<file path="config.mk">
export PLATFORM = sky130hd
export DESIGN_NAME = uart_rx_fifo_flat
export DESIGN_NICKNAME = d
export VERILOG_FILES = /design/src/rtl/uart_rx_fifo_if.sv /design/src/rtl/uart_rx_fifo.sv /design/src/flat_wrapper.sv
export SDC_FILE = /design/constraint.sdc
export NUM_CORES = 1
export LEC_CHECK = 0
export CAP_MARGIN = 10
export CORE_MARGIN = 1.5
export CORE_UTILIZATION = 61
export CTS_CLUSTER_DIAMETER = 200
export DETAILED_ROUTE_END_ITERATION = 10
export HOLD_SLACK_MARGIN = 0.08
export PLACE_DENSITY = 0.95
export SYNTH_ARGS = -nofsm -noshare
export SYNTH_HDL_FRONTEND = slang
export SYNTH_SLANG_ARGS = --single-unit
</file>
<file path="constraint.sdc">
create_clock -name clk -period 5.2 [get_ports clk]
set_input_delay 1.04 -clock clk [delete_from_list [all_inputs] [get_ports clk]]
set_output_delay 1.04 -clock clk [all_outputs]
set_load 0.005 [all_outputs]
</file>
<file path="src/rtl/uart_rx_fifo_if.sv">
// uart_rx_fifo_if: handshake bundle between the UART receiver, the byte FIFO
// and the CPU memory-map read path.
//   in_data/in_valid/in_ready     : byte stream from the UART receiver
//   out_data/out_valid/out_ready  : first-word-fall-through head toward the CPU
//   count/overflow/clr_overflow   : occupancy and sticky drop flag for status reg
// master = producer/consumer side (receiver + CPU), slave = the FIFO.
interface uart_rx_fifo_if #(
   parameter int unsigned DEPTH = 8
);
   localparam int unsigned CW = $clog2(DEPTH) + 1;

   logic [7:0]    in_data;
   logic          in_valid;
   logic          in_ready;
   logic [7:0]    out_data;
   logic          out_valid;
   logic          out_ready;
   logic [CW-1:0] count;
   logic          overflow;
   logic          clr_overflow;

   modport master (
      output in_data, in_valid, out_ready, clr_overflow,
      input  in_ready, out_data, out_valid, count, overflow
   );

   modport slave (
      input  in_data, in_valid, out_ready, clr_overflow,
      output in_ready, out_data, out_valid, count, overflow
   );
endinterface

</file>
<file path="src/rtl/uart_rx_fifo.sv">
// uart_rx_fifo: byte FIFO buffering UART receive data for a polling CPU.
// Ports:
//   clk  : system clock, all state on rising edge
//   rst  : synchronous active-high reset (pointers, count, overflow)
//   bus  : uart_rx_fifo_if.slave (in/out handshakes, count, overflow, clr)
// Parameters:
//   DEPTH        : entries, power of two >= 2
//   DROP_ON_FULL : 1 = always ready, drop when full and flag overflow;
//                  0 = deassert in_ready when full
module uart_rx_fifo #(
   parameter int unsigned DEPTH        = 8,
   parameter bit          DROP_ON_FULL = 1'b1
) (
   input  logic           clk,
   input  logic           rst,
   uart_rx_fifo_if.slave  bus
);
   localparam int unsigned AW = $clog2(DEPTH);
   localparam int unsigned CW = AW + 1;

   logic [7:0]    mem_q [DEPTH];
   logic [AW-1:0] wptr_q, wptr_d;
   logic [AW-1:0] rptr_q, rptr_d;
   logic [CW-1:0] count_q, count_d;
   logic          overflow_q, overflow_d;
   logic          full_c;
   logic          push_c;
   logic          pop_c;

   // Next-state: full check uses the pre-edge count, so a pop cannot free a
   // slot for a push in the same cycle.
   always_comb begin
      wptr_d     = wptr_q;
      rptr_d     = rptr_q;
      count_d    = count_q;
      overflow_d = overflow_q;
      full_c     = (count_q == CW'(DEPTH));
      push_c     = bus.in_valid & ~full_c;
      pop_c      = bus.out_ready & (count_q != '0);

      if (push_c) wptr_d = wptr_q + AW'(1);
      if (pop_c)  rptr_d = rptr_q + AW'(1);

      if (push_c & ~pop_c)      count_d = count_q + CW'(1);
      else if (pop_c & ~push_c) count_d = count_q - CW'(1);

      // Set beats clear when both happen in one cycle.
      if (DROP_ON_FULL & bus.in_valid & full_c) overflow_d = 1'b1;
      else if (bus.clr_overflow)                overflow_d = 1'b0;
   end

   // Control state register.
   always_ff @(posedge clk) begin
      if (rst) begin
         wptr_q     <= '0;
         rptr_q     <= '0;
         count_q    <= '0;
         overflow_q <= 1'b0;
      end else begin
         wptr_q     <= wptr_d;
         rptr_q     <= rptr_d;
         count_q    <= count_d;
         overflow_q <= overflow_d;
      end
   end

   // Storage array; contents are never reset.
   always_ff @(posedge clk) begin
      if (!rst && push_c) mem_q[wptr_q] <= bus.in_data;
   end

   // Status and head outputs derive from registered state only.
   assign bus.in_ready  = DROP_ON_FULL ? 1'b1 : ~full_c;
   assign bus.out_valid = (count_q != '0);
   assign bus.out_data  = mem_q[rptr_q];
   assign bus.count     = count_q;
   assign bus.overflow  = overflow_q;
endmodule

</file>
<file path="src/flat_wrapper.sv">
// flat-port wrapper written by rule: the top's interface ports become plain ports
module uart_rx_fifo_flat 
#(
   parameter int unsigned DEPTH        = 8,
   parameter bit          DROP_ON_FULL = 1'b1
)
  (clk, rst, bus_in_data, bus_in_valid, bus_out_ready, bus_clr_overflow, bus_in_ready, bus_out_data, bus_out_valid, bus_count, bus_overflow);
  uart_rx_fifo_if #(.DEPTH(DEPTH)) bus_i ();
  input  logic clk;
  input  logic rst;
  input wire logic [$bits(bus_i.in_data)-1:0] bus_in_data;
  input wire logic [$bits(bus_i.in_valid)-1:0] bus_in_valid;
  input wire logic [$bits(bus_i.out_ready)-1:0] bus_out_ready;
  input wire logic [$bits(bus_i.clr_overflow)-1:0] bus_clr_overflow;
  output wire logic [$bits(bus_i.in_ready)-1:0] bus_in_ready;
  output wire logic [$bits(bus_i.out_data)-1:0] bus_out_data;
  output wire logic [$bits(bus_i.out_valid)-1:0] bus_out_valid;
  output wire logic [$bits(bus_i.count)-1:0] bus_count;
  output wire logic [$bits(bus_i.overflow)-1:0] bus_overflow;
  assign bus_i.in_data = bus_in_data;
  assign bus_i.in_valid = bus_in_valid;
  assign bus_i.out_ready = bus_out_ready;
  assign bus_i.clr_overflow = bus_clr_overflow;
  assign bus_in_ready = bus_i.in_ready;
  assign bus_out_data = bus_i.out_data;
  assign bus_out_valid = bus_i.out_valid;
  assign bus_count = bus_i.count;
  assign bus_overflow = bus_i.overflow;
  uart_rx_fifo #(.DEPTH(DEPTH), .DROP_ON_FULL(DROP_ON_FULL)) u_core (.clk(clk), .rst(rst), .bus(bus_i));
endmodule
</file>
==> results.json, run 1 <==
{
  "nets": 225,
  "firstDrtPassIters": 4,
  "clk_latency_ns": 0.34,
  "cap_violations": 0,
  "grt_max_degree": 17,
  "grt_pass1_wl_mm": 8.21,
  "p_sw_frac": 0.251,
  "fmax_ghz": 0.269,
  "yosysTopAreaCell": "edfxtp_1",
  "dp_cells": 265,
  "final_cell_mix": "64 x edfxtp_1, 26 x clkdlybuf4s50_1, 15 x mux4_1, 14 x nor2_1, 14 x dfxtp_1",
  "synthDistinctLibCells": 34,
  "synth_area_um2": 3160,
  "port-buffer-count": 26,
  "syn_inst": 172,
  "cts_setup_buffers": 0,
  "vdd_drop_max_v": 0.000357,
  "htree_levels": 3,
  "overflow": 0,
  "dieArea_um2": 5630,
  "chipHeight_um": 75.0,
  "drive_above_1_share": 0.152,
  "grt_pass1_vias": 1605,
  "tns_ns": 0,
  "dpl.hpwl_mm": 3.38,
  "r2r-start": "u_core.bus.count[0]",
  "finClkSkew_ns": 0.00923,
  "postLayoutCellArea_um2": 3690,
  "cellLeakagePower_nw": 1.26,
  "io_pins": 28,
  "drt_iter0_drc": 81,
  "ys_seq_area_frac": 0.696,
  "antenna_found_initial": 0,
  "start_util": 0.627,
  "ys_async_sr_fraction": 0,
  "hold_path.class": "flop to flop",
  "switching_power_mw": 0.415,
  "relSlewSlack": 0.400,
  "num_vias": 1615,
  "clkSinkCount": 78,
  "period_minus_slack_ns": 3.71,
  "critPathLaunchType": "flop",
  "max_slew.worst_pin.slew_ns": 0.893,
  "worstPathArrival_ns": 2.67,
  "ys_warn_count": 0,
  "r2r_setup_slack_ns": 2.55,
  "grtUsageTotal": 0.217,
  "seqPwrFrac": 0.481,
  "outcome": "complete, no violations",
  "yosys-top-cells-area": "edfxtp_1 61%, mux4_1 12%, dfxtp_1 8.9%",
  "wl_per_cell_um": 19.1,
  "postRouteAntennaNets": 0,
  "fin_util": 0.733,
  "setup_viol": 0,
  "drv_slew": 0,
  "hold_viol_final": 0,
  "remaining_drc_errors": 0,
  "crit_type": "flop to output port",
  "r2r_cells": 9,
  "multi_input_area_um2": 887,
  "critPathRequiredTime_ns": 4.16,
  "clk_pin_slew_ns": 0.08,
  "drt-vias-per-instance": 5.77,
  "r2r-end": "u_core.bus.count[3]",
  "num_rows": 26,
  "regArea_um2": 2200,
  "placed_cell_area_um2": 3490,
  "power_frac_clock": 0.278,
  "min_to": "u_core.rptr_q[1]",
  "numCtsBuffers": 9,
  "synth_top_area_share": 0.608,
  "hold_depth": 2,
  "final_common_cell": "edfxtp_1",
  "pwr-share-comb": 0.241,
  "cts_hold_buf": 0,
  "fin_crit_sh": 0.714,
  "root_buffer": "clkbuf_8",
  "diodes": 0,
  "rsz0062_at_grt": "false",
  "syn_area_per_cell_um2": 18.4,
  "dieWidth_um": 75.0,
  "power.total_mw": 1.66,
  "syn_nets": 191,
  "core_area_um2": 5040,
  "min_from": "u_core.rptr_q[1]",
  "worst_setup_path_end_kind": "output port",
  "ys.flop_type": "edfxtp_1",
  "synth_seq_cells": 78,
  "internal-power_mw": 1.24,
  "p_per_area_nw_per_um2": 448,
  "synth_edf_count": 64,
  "clockBufferDepth": 2,
  "fill_cells": 288,
  "place_congestion": 0.784,
  "cp_max_fo": 16,
  "cts_tree": "done",
  "post_cts_resized": 0,
  "finalNonFillerCells": 280,
  "routed_wl_mm": 5.33,
  "area_growth_pct": 16.8
}
through the flow:
step	setup WS [ns]	hold WS (ns)
6_report	1.49	0.498
5_1_grt	1.36	0.532
4_1_cts	1.45	0.507
3_5_place_dp	1.70	0.496
3_3_place_gp	1.81	0.471
2_1_floorplan	2.35	0.454
logic make-up (layout without fill, tap and decap cells):
group | after synthesis | in the layout | share of synthesized area
DFF | 78 | 78 | 0.696
and+or+nand+nor | 34 | 34 | 0.0514
muxes | 26 | 26 | 0.167
buffers and inverters | 12 | 50 | 0.0233
AOI/OAI and AO/OA | 10 | 10 | 0.0210
adders and majority gates | 6 | 6 | 0.0261
xor gates and xnor gates | 5 | 5 | 0.0138
other | 1 | 1 | 0.00119
flip-flops by register name, summed over array words and instances (netlist names), named ones only:
name                 flops
u_core.bus.overflow      1
u_core.wptr_q            3
u_core.mem_q            64
u_core.rptr_q            3
u_core.bus.count         4
worst max path at each step:
stage	from	endpoint	slack, ns	cells past startpoint
6_report	flop	bus_out_data[2]	1.49	3
5_1_grt	flop	bus_out_data[2]	1.36	3
4_1_cts	flop	bus_out_data[2]	1.45	3
3_5_place_dp	bus_in_valid	u_core.bus.count[3]	1.70	10
3_3_place_gp	bus_in_valid	u_core.bus.count[3]	1.81	10
2_1_floorplan	bus_in_valid	u_core.bus.count[3]	2.35	9
critical path: stages (launching register included):
cell,delay [ns]
dfxtp_1,0.90
mux4_1,0.68
mux2_2,0.28
clkdlybuf4s50_1,0.47
power groups by stage:
stage	sequential (mW)	combinational [mW]	clock [mW]
4_1_cts	0.797	0.400	0.468
5_1_grt	0.806	0.437	0.492
3_3_place_gp	0.806	0.383	0
3_5_place_dp	0.810	0.398	0
6_report	0.797	0.398	0.460
2_1_floorplan	0.760	0.308	0
synth_stat cells (2+ instances only):
| cell | instances |
|---|---|
| nor2_1 | 14 |
| inv_1 | 3 |
| dfxtp_1 | 14 |
| mux4_1 | 15 |
| nand3_1 | 3 |
| ha_1 | 5 |
| edfxtp_1 | 64 |
| xnor2_1 | 2 |
| mux2_2 | 9 |
| nor4_1 | 2 |
| nor3_1 | 4 |
| a21oi_1 | 5 |
| xor2_1 | 3 |
| nand2_1 | 6 |
| clkbuf_1 | 4 |
layer usage:
layer  share of wire  track usage  routed length (um)  vias to the layer above
met5               0            0                   0                        -
met4           0.015       0.0889                  78                        0
met3           0.049       0.0683                 260                        9
met2            0.50        0.338                2670                       50
met1            0.44        0.289                2320                      805
li1                -            -                   -                      751
final cells by class:
class	instances	share of cell area
clock buffers	9	0.0335
clock inverters	6	0.0210
inverters	3	0.00305
multi-input cells	82	0.240
flip-flops and latches	78	0.596
well taps	70	0.0237
repair buffers	32	0.0826
No activity file was read; power rests on OpenSTA's default activity.
==> run 2: changes to the inputs <==
- CORE_UTILIZATION: 61 -> 56
- PLACE_DENSITY: 0.95 -> 0.89
- clock period: 5.2 -> 3.8 ns (I/O delays scaled with it)
==> results.json, run 2 (synthesized netlist as in run 1, its figures left out) <==
{
  "outcome": "complete, no violations",
  "diodes": 0,
  "cts_tree": "done",
  "fmax_ghz": 0.333,
  "numCtsBuffers": 9,
  "p_per_area_nw_per_um2": 610,
  "tns_ns": 0,
  "path_cells": "buf_4 -> mux4_1 -> mux2_2 -> clkdlybuf4s50_1",
  "final_cell_mix": "64 x edfxtp_1, 26 x clkdlybuf4s50_1, 15 x mux4_1, 14 x nor2_1, 14 x dfxtp_1",
  "dieWidth_um": 78.2,
  "drv_slew": 0,
  "relSlewSlack": 0.558,
  "cts_setup_buffers": 0,
  "clk_pin_slew_ns": 0.07,
  "internal-power_mw": 1.71,
  "area_growth_pct": 18.2,
  "post_cts_resized": 0,
  "grt_pass1_vias": 1649,
  "drt_iter0_drc": 114,
  "hold_path.class": "flop to flop",
  "slowest_stage": "mux4_1",
  "largest_register": "u_core.mem_q",
  "clkSinkCount": 78,
  "finClkSkew_ns": 0.00870,
  "drive_above_1_share": 0.182,
  "fin_util": 0.683,
  "postLayoutCellArea_um2": 3740,
  "routedLengthMet1_mm": 2.24,
  "power.total_mw": 2.28,
  "worst_setup_path_end_kind": "output port",
  "wl_met2_mm": 2.69,
  "wl_per_cell_um": 18.2,
  "switching_power_mw": 0.571,
  "clk_latency_ns": 0.34,
  "finalNonFillerCells": 286,
  "cap_violations": 0,
  "max_slew.worst_pin.slew_ns": 0.663,
  "antenna_found_initial": 0,
  "highest_layer": "met4",
  "critPathRequiredTime_ns": 3.04,
  "cellLeakagePower_nw": 1.28,
  "power_frac_clock": 0.286,
  "final_common_cell": "edfxtp_1",
  "remaining_drc_errors": 0,
  "cts_hold_buf": 0,
  "placed_cell_area_um2": 3520,
  "wl_met3_um": 196,
  "overflow": 0,
  "grtUsageTotal": 0.186,
  "port-buffer-count": 26,
  "r2r_cells": 10,
  "core_area_um2": 5470,
  "pwr-share-comb": 0.254,
  "grt_pass1_wl_mm": 8.07,
  "root_buffer": "clkbuf_8",
  "largest_reg_flops": 64,
  "nets": 228,
  "postRouteAntennaNets": 0,
  "routed_wl_mm": 5.20,
  "num_vias": 1608,
  "chipHeight_um": 78.2,
  "rsz0062_at_grt": "false",
  "worstPathArrival_ns": 2.25,
  "crit_type": "flop to output port",
  "dieArea_um2": 6110,
  "drt-vias-per-instance": 5.62,
  "io_pins": 28,
  "dpl.hpwl_mm": 3.32,
  "fin_crit_sh": 0.791,
  "num_rows": 27,
  "grt_max_degree": 17,
  "p_sw_frac": 0.251,
  "firstDrtPassIters": 4,
  "vdd_drop_max_v": 0.000378,
  "seqPwrFrac": 0.460,
  "critPathLaunchType": "flop",
  "setup_viol": 0,
  "place_congestion": 0.786,
  "dp_cells": 270,
  "cp_max_fo": 16,
  "period_minus_slack_ns": 3.01,
  "hold_depth": 2,
  "hold_viol_final": 0,
  "start_util": 0.578,
  "htree_levels": 3,
  "clockBufferDepth": 2,
  "cp_slowest_stage_delay_ns": 0.59
}
## run 2: changes by cell type in the layout (fill, tap and decap cells not counted), sizes merged
cell    delta
buf        +3
clkinv     +1
## run 2: worst max-delay path: cells and delay by family (launching register included)
| family | cells | cell delay [ns] |
|---|---|---|
| mux | 2 | 0.89 |
| flops | 1 | 0.31 |
| buf+inv | 2 | 0.70 |
## run 2: stage by stage
| stage | worst slack (ns) | hold slack (ns) |
|---|---|---|
| after floorplan | 1.23 | 0.454 |
| after global placement | 0.662 | 0.475 |
| after detailed placement | 0.597 | 0.480 |
| after CTS | 0.759 | 0.492 |
| after global routing | 0.679 | 0.520 |
| final | 0.792 | 0.496 |
## run 2: power groups by stage
| stage | sequential (mW) | clock (mW) | combinational [mW] |
|---|---|---|---|
| after floorplan | 1.04 | 0 | 0.421 |
| after global placement | 1.06 | 0 | 0.574 |
| after detailed placement | 1.07 | 0 | 0.584 |
| after CTS | 1.05 | 0.663 | 0.587 |
| after global routing | 1.06 | 0.694 | 0.638 |
| final | 1.05 | 0.652 | 0.578 |
## run 2: final timing paths
kind	startpoint	end	slack, ns
setup reg to reg	u_core.bus.count[0]	u_core.bus.count[3]	1.17
hold reg to reg	u_core.rptr_q[1]	u_core.rptr_q[1]	0.50
hold / removal	u_core.rptr_q[1]	u_core.rptr_q[1]	0.50
setup / recovery	flop	bus_out_data[7]	0.79
## run 2: final cells by class
type                            instances  area (um^2)
Clock inverter                          7         88.8
Fill cell                             353         1740
Sequential cell                        78         2200
Inverter                                3         11.3
Tap cell                               72         90.1
Multi-Input combinational cell         82          893
Clock buffer                            9          124
Timing Repair Buffer                   35          328
## run 2: layer usage
| layer | vias up | global-route usage |
|---|---|---|
| met3 | 10 | 0.0360 |
| li1 | 762 | - |
| met5 | - | 0 |
| met4 | 0 | 0.0911 |
| met2 | 39 | 0.311 |
| met1 | 797 | 0.232 |
==> run 3: changes to the inputs <==
- CORE_UTILIZATION: 56 -> 51
- PLACE_DENSITY: 0.89 -> 0.86
- clock period: 3.8 -> 2.65 ns (I/O delays scaled with it)
==> results.json, run 3 (synthesized netlist as in run 1, its figures left out) <==
{
  "outcome": "complete, no violations",
  "fin_crit_sh": 0.969,
  "highest_layer": "met4",
  "crit_family": "multiplexers",
  "vdd_drop_max_v": 0.000438,
  "cts_tree": "done",
  "largest_register": "u_core.mem_q",
  "cellLeakagePower_nw": 1.36,
  "r2r-start": "u_core.bus.count[3]",
  "crit_type": "flop to output port",
  "grtUsageTotal": 0.179,
  "drt_iter0_drc": 73,
  "numCtsBuffers": 9,
  "largest_reg_flops": 64,
  "num_rows": 28,
  "critPathLaunchType": "flop",
  "port-buffer-count": 26,
  "dieWidth_um": 81.8,
  "firstDrtPassIters": 4,
  "finalNonFillerCells": 302,
  "nets": 241,
  "drv_slew": 0,
  "final_common_cell": "edfxtp_1",
  "wl_met3_um": 189,
  "antenna_found_initial": 0,
  "hold_depth": 2,
  "wl_met2_mm": 2.68,
  "chipHeight_um": 81.8,
  "wl_per_cell_um": 17.7,
  "clk_pin_slew_ns": 0.08,
  "cts_hold_buf": 0,
  "fin_hold_ws_ns": 0.482,
  "period_minus_slack_ns": 2.57,
  "htree_levels": 3,
  "grt_pass1_vias": 1636,
  "routedLengthMet1_mm": 2.35,
  "hold_path.class": "flop to flop",
  "drt-vias-per-instance": 5.34,
  "worstPathArrival_ns": 2.04,
  "min_from": "u_core.rptr_q[1]",
  "critPathRequiredTime_ns": 2.12,
  "core_area_um2": 5960,
  "p_per_area_nw_per_um2": 873,
  "overflow": 0,
  "routed_wl_mm": 5.35,
  "num_vias": 1613,
  "r2r_cells": 9,
  "root_buffer": "clkbuf_8",
  "final_cell_mix": "64 x edfxtp_1, 19 x buf_4, 18 x clkdlybuf4s50_1, 14 x nor2_1, 13 x dfxtp_1",
  "power.total_mw": 3.36,
  "hold_viol_final": 0,
  "dpl.hpwl_mm": 3.31,
  "worst_setup_path_end_kind": "output port",
  "start_util": 0.531,
  "worst-path-buf-inv": 3,
  "clk_latency_ns": 0.34,
  "clockBufferDepth": 2,
  "place_congestion": 0.749,
  "area_growth_pct": 21.8,
  "dieArea_um2": 6680,
  "drive_above_1_share": 0.247,
  "cp_max_fo": 5,
  "grt_max_degree": 17,
  "grt_pass1_wl_mm": 8.20,
  "r2r_setup_slack_ns": 0.16,
  "path_depth": 5,
  "finClkSkew_ns": 0.0106,
  "clkSinkCount": 78,
  "remaining_drc_errors": 0,
  "fmax_ghz": 0.390,
  "diodes": 0,
  "slowest_stage": "mux4_1",
  "postRouteAntennaNets": 0,
  "fin_util": 0.647,
  "cap_violations": 0,
  "path_cells": "buf_16 -> buf_4 -> mux4_1 -> mux2_2 -> dlygate4sd2_1",
  "io_pins": 28,
  "cp_slowest_stage_delay_ns": 0.53,
  "setup_viol": 0,
  "min_to": "u_core.rptr_q[1]",
  "dp_cells": 282,
  "rsz0062_at_grt": "false",
  "r2r-end": "u_core.bus.count[3]"
}
-- run 3: cell types whose count changed in the layout (fill, tap and decap cells not counted), sizes merged --
cell,before,now
buf,9,22
bufinv,2,1
clkbuf,9,10
clkdlybuf4s50,26,18
clkinv,5,3
clkinvlp,0,2
dlygate4sd2,0,6
dlymetal6s2s,0,2
-- run 3: timing repair --
item,4_1_cts,5_1_grt
gates cloned,1,0
endpoints found under the setup margin,8,5
setup buffers,1,2
resized for setup,10,6
-- run 3: area by class of cell --
class                      count  area, um^2
clock inverter                 6        62.6
timing repair buffer          48         468
multi-input combinational     82         883
sequential                    78        2210
fill                         418        2100
clock buffer                  10         128
tap                           75        93.8
inverter                       3        11.3
-- run 3: power by group --
part / internal (mW) / leakage, nW / total, mW / switching [mW]
Combinational: 0.635 / 0.572 / 1.04 / 0.400
Sequential: 1.42 / 0.693 / 1.49 / 0.0683
Clock: 0.432 / 0.0899 / 0.840 / 0.408
Total: 2.49 / 1.36 / 3.36 / 0.876
-- run 3: metal layers --
metal	vias up	GRT usage
li1	786	-
met1	777	0.222
met2	38	0.286
met3	12	0.0311
met4	0	0.120
met5	-	0
-- run 3: worst max-delay path by stage --
| stage | startpoint | endpoint |
|---|---|---|
| detailed placement | bus_in_valid | u_core.bus.count[3] |
| finish | flop | bus_out_data[1] |
| floorplan | u_core.bus.count[0] | u_core.bus.count[3] |
| CTS | flop | bus_out_data[7] |
| global placement | bus_in_valid | u_core.bus.count[3] |
| global route | flop | bus_out_data[3] |
-- run 3: worst reg2reg max path, delay by kind of cell, from the launching register on --
kind | cells | cell delay, ns
simple gates | 2 | 0.69
fa+ha+maj | 2 | 0.49
compound gates | 3 | 0.47
mux | 1 | 0.35
flops | 1 | 0.33
buf+inv | 1 | 0.06
-- run 3: through the flow --
| stage | TNS [ns] | area (um^2) | setup slack [ns] |
|---|---|---|---|
| 6_report | 0 | 3850 | 0.0835 |
| 5_1_grt | 0 | 3850 | 0.00385 |
| 4_1_cts | -0.131 | 3830 | -0.0665 |
| 3_5_place_dp | -0.119 | 3610 | -0.119 |
| 3_3_place_gp | -0.0556 | 3610 | -0.0556 |
| 2_1_floorplan | 0 | 3160 | 0.185 |
==> RTL change 1 (config.mk and constraints of run 3) <==
`DROP_ON_FULL` is set to 1'b1 in 2 places; all go to 1'b0.
--- a/src/rtl/uart_rx_fifo.sv
+++ b/src/rtl/uart_rx_fifo.sv
@@ -9,7 +9,7 @@
 //                  0 = deassert in_ready when full
 module uart_rx_fifo #(
    parameter int unsigned DEPTH        = 8,
-   parameter bit          DROP_ON_FULL = 1'b1
+   parameter bit          DROP_ON_FULL = 1'b0
 ) (
    input  logic           clk,
    input  logic           rst,
--- a/src/flat_wrapper.sv
+++ b/src/flat_wrapper.sv
@@ -2,7 +2,7 @@
 module uart_rx_fifo_flat 
 #(
    parameter int unsigned DEPTH        = 8,
-   parameter bit          DROP_ON_FULL = 1'b1
+   parameter bit          DROP_ON_FULL = 1'b0
 )
   (clk, rst, bus_in_data, bus_in_valid, bus_out_ready, bus_clr_overflow, bus_in_ready, bus_out_data, bus_out_valid, bus_count, bus_overflow);
   uart_rx_fifo_if #(.DEPTH(DEPTH)) bus_i ();
Function: changed (Yosys sat finds a counterexample within 10 cycles, from zero or initial values and one cycle with rst high).
==> RTL change 1 against run 3 <==
Via count increased by 2.0%. Count of clock-buffer cells in the layout unchanged. Clock power decreased by 0.8%. Synthesized area decreased by 0.71%. Routed wire length increased by 3.8%. Largest power group unchanged. Final area decreased by 1.4%. Die area decreased by 0.68%. Largest cell class unchanged. Cell count decreased by 1.7%. Worst setup slack got worse by 0.0057 ns. First-iteration DRC count increased by 44%. Sequential cell count decreased by 1. Total power increased by 3.6%. Fmax decreased by 0.22%.
==> RTL change 1: results (changes against run 3) <==
metric,value,unit,change
outcome,completed,,
Nets,236,,-2.1%
post-synthesis compound-gate area fraction,1.51,%,-0.58 points
pre-CTS WS,-0.000396,ns,+0.119 ns
met3 WL,260,um,+38%
Non-clock buffers,47,,-2.1%
gr usage total,18.7,%,+0.85 points
clock network area share,5.04,%,+0.10 points
synth cell count leaders,"edfxtp_1 (64), mux4_1 (16), dfxtp_1 (13), nor2_1 (13), mux2_2 (9)",,
Min Hold Slack,0.493,ns,+0.0111 ns
Clock Skews,0.00578,ns,-0.00484 ns
Detailed Route WL,5.55,mm,+3.8%
vias in the first global route,1643,,+0.43%
IO buf count,25,,-3.8%
Mapped Nets,187,,-2.1%
Mapped Avg Cell Area,18.7,um2,+1.7%
Synth Area in Adders,2.63,%,+0.019 points
#FFs+latches synth,77,,-1.3%
first-pass GRT wire length,8.44,mm,+2.9%
Routed met2 length,2.85,mm,+6.3%
multi-input logic portion of the cell area,22.8,%,-0.17 points
Cells after DPL,277,,-1.8%
Synth Area in XOR/XNOR,1.39,%,+0.0099 points
M1 WL,2.34,mm,-0.26%
critical path endpoint,bus_out_data[2],,
[RTL change 1: cell types whose count changed in the layout (fill, tap and decap cells not counted), sizes merged]
cell,run 3,this run
a21bo,1,0
nor3,4,3
or4b,0,1
dlygate4sd2,6,7
nand2,6,7
dfxtp,14,13
a32oi,1,0
nor2,14,13
dlymetal6s2s,2,1
clkdlybuf4s50,18,17
inv,3,2
[RTL change 1: logic make-up after synthesis]
| kind of cell | Yosys count |
|---|---|
| other cells | 1 |
| simple gates | 34 |
| compound gates | 8 |
| buf+inv | 11 |
| xor+xnor | 5 |
| mux | 26 |
| flops | 77 |
| fa+ha+maj | 6 |
[RTL change 1: routing by layer]
layer,vias up,GRT usage [%]
li1,762,-
met1,833,22.1
met2,44,32.1
met3,6,5.33
met4,0,7.76
met5,-,0
[RTL change 1: power by group]
| group | switching, mW | internal (mW) | total [mW] |
|---|---|---|---|
| clock | 0.400 | 0.433 | 0.833 |
| sequential | 0.0913 | 1.41 | 1.50 |
| combinational | 0.448 | 0.698 | 1.15 |
==> RTL change 2 (config.mk and constraints of run 3) <==
Made on the original files. Reset style: asynchronous (`rst`), changed in one clocked block. Comments in the files are not updated.
--- a/src/rtl/uart_rx_fifo.sv
+++ b/src/rtl/uart_rx_fifo.sv
@@ -50,7 +50,7 @@
    end
 
    // Control state register.
-   always_ff @(posedge clk) begin
+   always_ff @(posedge clk or posedge rst) begin
       if (rst) begin
          wptr_q     <= '0;
          rptr_q     <= '0;
Check against the original RTL: differs if rst is asserted again (counterexample within 4 cycles, from zero or initial values and one cycle with rst high); with rst held inactive, the same outputs for 10 cycles.
==> RTL change 2 against run 3 <==
Critical endpoint unchanged. Worst setup slack got worse by 0.15 ns. Largest power group unchanged. Final area down 0.68%. Synthesized area grew 0.16%. Sequential cell count decreased by 3. The flow now finishes with violations (negative setup slack). Critical path depth shrank 1. Routed wire length grew 6.2%. Total power is 16% higher. Count of clock-buffer cells in the layout decreased by 1.
==> RTL change 2: results (changes against run 3) <==
metric,value,unit,change
outcome,finished with violations,,
failing checks,negative setup slack,,
Post-synth ARST share,14.7,%,+15 points
CTS Sinks,75,,-3.8%
crit path max fanout,17,,+12
#MultiIn Comb,76,,-7.3%
Cells after DPL,272,,-3.5%
share of cells above drive strength 1,24.9,%,+0.21 points
Nets,228,,-5.4%
Inverters,5,,+2
pre-CTS WS,0.0377,ns,+0.157 ns
Detailed Route WL,5.68,mm,+6.2%
post-synth cell types,33,,-2.9%
Net Sw Frac,28.2,%,+2.1 points
drt first pass iters,6,,+2
FF-to-FF End,u_core.bus.count[3]$_DFFE_PP0P_,,
Worst EP arrival,2.19,ns,+0.15 ns
fin worst setup slack,-0.0690,ns,-0.153 ns
Via density,5.64,,+5.6%
DP Wirelength,3.54,mm,+7.0%
fraction of area in non-clock buffers,10.2,%,-1.9 points
power share of the combinational group,33.5,%,+2.7 points
gr usage total,19.3,%,+1.4 points
# setup viols final,7,,+7
hold path start,u_core.bus.overflow$_DFFE_PP0P_,,
critical path's largest stage delay,0.56,ns,+0.03 ns
Final TNS setup,-0.386,ns,-0.386 ns
Min Hold Slack,0.543,ns,+0.0615 ns
fin cells,288,,-4.6%
worst r2r src,u_core.bus.count[1]$_DFFE_PP0P_,,
synth cell count leaders,"edfxtp_1 (64), mux4_1 (16), dfrtp_1 (11), mux2_2 (11), nand3_1 (7)",,
clk pwr,0.937,mW,+12%
vias in the first global route,1695,,+3.6%
## RTL change 2: cell families (layout without fill, tap and decap cells)
logic type / after synthesis / after routing / share of synthesized area, %
flip-flops: 75 / 75 / 69.4
AND/OR/NAND/NOR: 29 / 29 / 5.17
multiplexers: 28 / 28 / 17.5
buffers and inverters: 12 / 62 / 2.33
adder cells (fa/ha/maj): 6 / 6 / 2.61
AO/OA/AOI/OAI: 6 / 6 / 1.26
XOR/XNOR: 6 / 6 / 1.66
other: 1 / 1 / 0.118
## RTL change 2: repair_timing
action,4_1_cts,5_1_grt
hold buffers,0,0
pin swaps,0,0
endpoints found under the setup margin,8,8
gates resized for setup,3,5
buffers inserted,1,0
## RTL change 2: per-layer routing
metal  part of all wire [%]  wire (um)  track usage (%)
met5                      0          0                0
met4                   0.65         37             8.81
met3                    5.6        316             3.89
met2                     51       2920             31.3
met1                     42       2400             25.2
## RTL change 2: worst min-delay path, stage by stage (launching register included)
cell and delay [ns]:
dfrtp_1 0.39, inv_1 0.05, o22ai_1 0.07
